==> config.mk <==
export PLATFORM = sky130hd
export DESIGN_NAME = gpio_event_arbiter_flat
export DESIGN_NICKNAME = d
export VERILOG_FILES = /design/src/rtl/gpio_event_arbiter_pkg.sv /design/src/rtl/gpio_event_arbiter_if.sv /design/src/rtl/gpio_event_arbiter_rr_picker.sv /design/src/rtl/gpio_event_arbiter.sv /design/src/flat_wrapper.sv
export SDC_FILE = /design/constraint.sdc
export NUM_CORES = 1
export LEC_CHECK = 0
export ABC_CLOCK_PERIOD_IN_PS = 5100
export BUFFER_PORTS_ARGS = -buffer_cell sky130_fd_sc_hd__buf_2
export CAP_MARGIN = 10
export CORE_AREA = 10 10 71 55
export CTS_CLUSTER_DIAMETER = 30
export CTS_CLUSTER_SIZE = 25
export DETAILED_ROUTE_END_ITERATION = 12
export DIE_AREA = 0 0 81 65
export MAX_ROUTING_LAYER = met4
export PLACE_DENSITY_LB_ADDON = 0.25
export SYNTH_ARGS = -nofsm -noshare
export SYNTH_HDL_FRONTEND = slang
export SYNTH_SLANG_ARGS = --single-unit
export TNS_END_PERCENT = 10
==> constraint.sdc <==
create_clock -name src_clk -period 5.1 [get_ports src_clk]
set_clock_uncertainty 0.1 [all_clocks]
set_input_delay 0.51 -clock src_clk [delete_from_list [all_inputs] [get_ports src_clk]]
set_output_delay 0.51 -clock src_clk [all_outputs]
set_load 0.005 [all_outputs]
==> src/rtl/gpio_event_arbiter_pkg.sv <==
// Shared constants for the GPIO event arbiter: FSM encodings, default event code
// base and gap length, and small helpers used by the arbiter and its picker.
package gpio_event_arbiter_pkg;

  localparam int EVT_W = 8;
  localparam int DEFAULT_NUM_BTN = 4;
  localparam logic [EVT_W-1:0] DEFAULT_CODE_BASE = 8'h30;
  localparam int DEFAULT_GAP_CYCLES = 16;

  typedef enum logic [1:0] {
    ST_IDLE    = 2'd0,
    ST_PRESENT = 2'd1,
    ST_GAP     = 2'd2
  } arb_state_t;

  // Index width that stays at least one bit for degenerate sizes.
  function automatic int idx_width(input int n);
    return (n > 1) ? $clog2(n) : 1;
  endfunction

  function automatic logic [EVT_W-1:0] evt_code(input logic [EVT_W-1:0] base,
                                                input logic [EVT_W-1:0] idx);
    return base + idx;
  endfunction

endpackage

==> src/rtl/gpio_event_arbiter_if.sv <==
// Event byte channel from the arbiter to the UART TX command input (valid/ready).
interface gpio_event_arbiter_if;
  import gpio_event_arbiter_pkg::*;

  logic [EVT_W-1:0] evt_data;
  logic             evt_valid;
  logic             evt_ready;

  modport master (output evt_data, output evt_valid, input evt_ready);
  modport slave  (input evt_data, input evt_valid, output evt_ready);

endinterface

==> src/rtl/gpio_event_arbiter_rr_picker.sv <==
// Round-robin picker: first set request searching upward from ptr+1, wrapping.
// Latency: combinational.
// Backpressure: none; the caller decides when the pick is consumed.
module gpio_event_arbiter_rr_picker #(
  parameter int NUM_BTN = 4,
  parameter int IDX_W   = 2
) (
  input  logic [NUM_BTN-1:0] req,
  input  logic [IDX_W-1:0]   ptr,
  output logic [NUM_BTN-1:0] gnt,
  output logic [IDX_W-1:0]   idx,
  output logic               any
);

  logic [IDX_W-1:0] cand;

  assign any = |req;

  // Walk from the farthest candidate back to ptr+1 so the nearest hit wins last.
  always_comb begin
    gnt  = '0;
    idx  = '0;
    cand = '0;
    for (int k = NUM_BTN; k >= 1; k--) begin
      cand = IDX_W'((int'(ptr) + k) % NUM_BTN);
      if (req[cand]) begin
        gnt       = '0;
        gnt[cand] = 1'b1;
        idx       = cand;
      end
    end
  end

endmodule

==> src/rtl/gpio_event_arbiter.sv <==
// Captures button press pulses and grants them round-robin as ASCII event bytes.
// Latency: pulse -> pending after 1 edge, evt_valid after 2 edges when idle and enabled.
// Backpressure: byte held stable until evt_ready; then GAP_CYCLES idle edges before next grant.
module gpio_event_arbiter
  import gpio_event_arbiter_pkg::*;
#(
  parameter int               NUM_BTN    = DEFAULT_NUM_BTN,
  parameter logic [EVT_W-1:0] CODE_BASE  = DEFAULT_CODE_BASE,
  parameter int               GAP_CYCLES = DEFAULT_GAP_CYCLES
) (
  input  logic                        src_clk,
  input  logic                        rst_n,
  input  logic                        en,
  input  logic [NUM_BTN-1:0]          btn_pulse,
  gpio_event_arbiter_if.master        evt,
  output logic [NUM_BTN-1:0]          pending,
  output logic [NUM_BTN-1:0]          overrun,
  input  logic                        overrun_clr,
  output logic                        busy
);

  localparam int IDX_W = idx_width(NUM_BTN);
  localparam int CNT_W = idx_width(GAP_CYCLES);
  localparam logic [CNT_W-1:0] GAP_LOAD = (GAP_CYCLES > 0) ? CNT_W'(GAP_CYCLES - 1) : '0;

  arb_state_t        state_q, state_d;
  logic [IDX_W-1:0]  ptr_q, ptr_d;
  logic [CNT_W-1:0]  cnt_q, cnt_d;
  logic [NUM_BTN-1:0] pend_q, ovr_q;
  logic [EVT_W-1:0]  data_q;
  logic              valid_q;

  logic [NUM_BTN-1:0] grant_clr;
  logic              load_evt;
  logic              accept;

  logic [NUM_BTN-1:0] pick_gnt;
  logic [IDX_W-1:0]  pick_idx;
  logic              pick_any;

  gpio_event_arbiter_rr_picker #(
    .NUM_BTN (NUM_BTN),
    .IDX_W   (IDX_W)
  ) u_picker (
    .req (pend_q),
    .ptr (ptr_q),
    .gnt (pick_gnt),
    .idx (pick_idx),
    .any (pick_any)
  );

  always_comb begin
    state_d   = state_q;
    ptr_d     = ptr_q;
    cnt_d     = cnt_q;
    grant_clr = '0;
    load_evt  = 1'b0;
    accept    = 1'b0;
    unique case (state_q)
      ST_IDLE: begin
        if (en && pick_any) begin
          load_evt  = 1'b1;
          grant_clr = pick_gnt;
          ptr_d     = pick_idx;
          state_d   = ST_PRESENT;
        end
      end
      ST_PRESENT: begin
        // en is deliberately ignored here: an offered byte always completes.
        if (evt.evt_ready) begin
          accept = 1'b1;
          if (GAP_CYCLES == 0) begin
            state_d = ST_IDLE;
          end else begin
            state_d = ST_GAP;
            cnt_d   = GAP_LOAD;
          end
        end
      end
      ST_GAP: begin
        if (cnt_q == '0) state_d = ST_IDLE;
        else             cnt_d   = cnt_q - 1'b1;
      end
      default: state_d = ST_IDLE;
    endcase
  end

  always_ff @(posedge src_clk or negedge rst_n) begin
    if (!rst_n) begin
      state_q <= ST_IDLE;
      ptr_q   <= IDX_W'(NUM_BTN - 1);
      cnt_q   <= '0;
    end else begin
      state_q <= state_d;
      ptr_q   <= ptr_d;
      cnt_q   <= cnt_d;
    end
  end

  always_ff @(posedge src_clk or negedge rst_n) begin
    if (!rst_n) begin
      data_q  <= '0;
      valid_q <= 1'b0;
    end else if (load_evt) begin
      data_q  <= evt_code(CODE_BASE, EVT_W'(pick_idx));
      valid_q <= 1'b1;
    end else if (accept) begin
      valid_q <= 1'b0;
    end
  end

  // A press landing on its own grant edge re-arms pending without counting as overrun.
  always_ff @(posedge src_clk or negedge rst_n) begin
    if (!rst_n) begin
      pend_q <= '0;
      ovr_q  <= '0;
    end else begin
      pend_q <= btn_pulse | (pend_q & ~grant_clr);
      ovr_q  <= (ovr_q & ~{NUM_BTN{overrun_clr}}) | (btn_pulse & pend_q & ~grant_clr);
    end
  end

  assign evt.evt_data  = data_q;
  assign evt.evt_valid = valid_q;
  assign pending       = pend_q;
  assign overrun       = ovr_q;
  assign busy          = (state_q != ST_IDLE);

endmodule

==> src/flat_wrapper.sv <==
// flat-port wrapper written by rule: the top's interface ports become plain ports
module gpio_event_arbiter_flat import gpio_event_arbiter_pkg::*;
#(
  parameter int               NUM_BTN    = DEFAULT_NUM_BTN,
  parameter logic [EVT_W-1:0] CODE_BASE  = DEFAULT_CODE_BASE,
  parameter int               GAP_CYCLES = DEFAULT_GAP_CYCLES
)
  (src_clk, rst_n, en, btn_pulse, pending, overrun, overrun_clr, busy, evt_evt_data, evt_evt_valid, evt_evt_ready);
  gpio_event_arbiter_if evt_i ();
  input  logic src_clk;
  input  logic rst_n;
  input  logic en;
  input  logic [NUM_BTN-1:0] btn_pulse;
  output logic [NUM_BTN-1:0] pending;
  output logic [NUM_BTN-1:0] overrun;
  input  logic overrun_clr;
  output logic busy;
  output wire logic [$bits(evt_i.evt_data)-1:0] evt_evt_data;
  output wire logic [$bits(evt_i.evt_valid)-1:0] evt_evt_valid;
  input wire logic [$bits(evt_i.evt_ready)-1:0] evt_evt_ready;
  assign evt_evt_data = evt_i.evt_data;
  assign evt_evt_valid = evt_i.evt_valid;
  assign evt_i.evt_ready = evt_evt_ready;
  gpio_event_arbiter #(.NUM_BTN(NUM_BTN), .CODE_BASE(CODE_BASE), .GAP_CYCLES(GAP_CYCLES)) u_core (.src_clk(src_clk), .rst_n(rst_n), .en(en), .btn_pulse(btn_pulse), .evt(evt_i), .pending(pending), .overrun(overrun), .overrun_clr(overrun_clr), .busy(busy));
endmodule
==> flow_summary.toml <==
[worst_hold_path]
min_path_type = "in2async"

[worst_setup_path]
worst_r2r_path_depth = 5
crit_path_end = "u_core.pending[0]$_DFF_PN0_"
crit_path_end_kind = "flop"
r2r_end = "u_core.pending[0]$_DFF_PN0_"
setup.worst_path.start = "u_core.ptr_q[0]$_DFFE_PN1P_"
reg2reg_slack_ns = 2.13
required_ns = 5.15
arrival_ns = 3.03
startpoint_type = "flop"
criticalPathCategory = "reg2reg"
path_max_fanout = 17
regToRegStartpoint = "u_core.ptr_q[0]$_DFFE_PN1P_"

[timing]
tightestPinTransition_ns = 0.599
fin_ws_ns = 2.13
post-route-min-period_ns = 2.97
clock.fmax_mhz = 336
setup_viol = 0
tns_ns = 0
finalMaxSlewViolations = 0
relSlewSlack_pct = 59.7
hold_viol = 0
rsz0062_at_grt = "no"
timing.final.crit_share_pct = 58.3

[clocking]
h-tree-depth = 1
cts_tree = "yes"
path_clk_slew_ns = 0.08
hold_buffers = 0
clk_latency_ns = 0.26
clkSinkCount = 20
cts_setup_buffers = 0
cts_made_buffers = 3
ctsLongestPathBuffers = 2
root_buffer = "clkbuf_8"
cts_resized = 0

[job]
maxCapViolations = 0

[floorplanning]
design.die.area_um2 = 5270
start_util_pct = 55.9
die_h_um = 65
fp.dieW_um = 81
fp-row-count = 16
pin_count = 27
fp.coreArea_um2 = 2640

[global_routing]
grt_pass1_vias = 1165
grt_max_degree = 21
antenna_found_initial = 0
grt_pass1_wl_um = 5520
gr-total-overflow = 0
grt_usage_pct = 13.1

[layout]
fin_util_pct = 60.7
diodes = 0
drive_gt1_share_pct = 21.9
area_growth_pct = 8.47
nNetsFinal = 187
design_area_um2 = 1600

[placed_design]
place_area_um2 = 1560
dpl.hpwl_um = 2440
pre_cts_ws_ns = 2.19
port_buffers = 22
gp_congestion = 0.858

[synthesis]
ys_ff_latch = 20
synth.most_common_cell = "dfrtp_1"
synth_area_leaders = "dfrtp_1, ha_1, mux4_2, inv_1, dfstp_2"
postSynthCellCount = 155
ys_warn_count = 0
synth_enable_flop_cells = 0
ys_async_sr_fraction_pct = 100
synth_seq_area_share_pct = 34.0
synthDominantCellAreaShare_pct = 30.5
syn_area_um2 = 1480
synth.avg_cell_area_um2 = 9.53
synth_top_cell_by_area = "dfrtp_1"
ys_top_cells_by_count = "dfrtp_1, inv_1, a21oi_1, ha_1, nand2_1"
synth_cell_types = 47
synth_top_flop_cell = "dfrtp_1"

[route]
drc = 0
dr.pass1.iters = 4
ant_nets = 0
via_per_inst = 5.95
vias = 1220
wl_um = 3290
drt-initial-drc-count = 93
wire_per_inst_um = 16.0

[pwr]
cellPowerDensity_nw_per_um2 = 539
switching_share_pct = 43.9
p_comb_share_pct = 50.1
p_sw_uw = 379
clockPowerShare_pct = 12.5
p_leak_uw = 0.000696
p_int_uw = 484
vdd_drop_max_v = 0.000328
seqPwrFrac_pct = 37.3

[outcome]
status = "finished clean"
-- stage by stage --
| step | hold WS [ns] | total power, µW | instances |
|---|---|---|---|
| after floorplan | 0.114 | 647 | 158 |
| after global placement | 0.359 | 740 | 201 |
| after detailed placement | 0.368 | 756 | 201 |
| after CTS | 0.108 | 867 | 205 |
| after global routing | 0.122 | 935 | 205 |
| final | 0.0812 | 864 | 205 |
-- layer usage --
layer	global-route usage [%]	up-vias	share of wire (%)
li1	-	592	-
met1	17.4	580	49
met2	19.2	46	44
met3	4.55	2	7.3
met4	1.51	0	0.18
met5	-	-	0
-- layout by cell type (no fill, tap or decap), types with 4 or more instances in the layout --
| cell | instances |
|---|---|
| a211oi_1 | 4 |
| a21o_1 | 6 |
| a21oi_1 | 9 |
| a2bb2oi_1 | 4 |
| buf_2 | 22 |
| conb_1 | 4 |
| dfrtp_1 | 18 |
| ha_1 | 8 |
| inv_1 | 15 |
| nand2_1 | 8 |
| nor2_1 | 6 |
| o211ai_1 | 4 |
| o21ai_0 | 6 |
| o31ai_1 | 5 |
-- worst min-delay path by stage --
stage                                                    end
after floorplan                  u_core.cnt_q[0]$_DFFE_PN0P_
after global placement    u_core.evt.evt_data[1]$_DFFE_PN0P_
after detailed placement    u_core.evt.evt_valid$_DFFE_PN0P_
after CTS                        u_core.overrun[3]$_DFF_PN0_
after global routing             u_core.overrun[2]$_DFF_PN0_
final                            u_core.overrun[2]$_DFF_PN0_
-- power by group through the flow --
stage	clock [µW]	combinational (µW)	sequential (µW)
floorplan	0	371	276
detailed placement	0	432	325
finish	108	433	322
CTS	110	436	321
global placement	0	423	316
global route	116	482	338
-- kinds of logic (layout without fill, tap and decap cells) --
logic type | count (synthesis) | count (layout) | synth area share (%)
AO/OA/AOI/OAI | 54 | 54 | 27.4
XOR/XNOR | 1 | 1 | 0.593
adder cells (fa/ha/maj) | 8 | 8 | 6.77
buffers and inverters | 30 | 41 | 9.65
flip-flops | 20 | 20 | 34.0
multiplexers | 8 | 8 | 8.13
other | 1 | 4 | 0.254
AND/OR/NAND/NOR | 33 | 33 | 13.2
-- registers in the layout, summed over array words and instances (netlist names) --
signal	cells
u_core.evt.evt_data	3
u_core.state_q	2
u_core.ptr_q	2
u_core.overrun	4
u_core.pending	4
u_core.cnt_q	4
u_core.evt.evt_valid	1
-- final cells by class --
type | count | area [µm²]
inverter | 15 | 56.3
multi-input combinational | 108 | 843
fill | 230 | 1040
tap | 36 | 45.0
clock buffer | 4 | 45.0
sequential | 20 | 503
timing repair buffer | 22 | 110
-- critical path, stage by stage (launching register included) --
cell,delay (ns)
dfstp_2,0.73
inv_1,0.15
ha_1,0.51
mux4_2,0.73
a221o_1,0.37
o31ai_1,0.27
(Power assumes the default switching activity.)
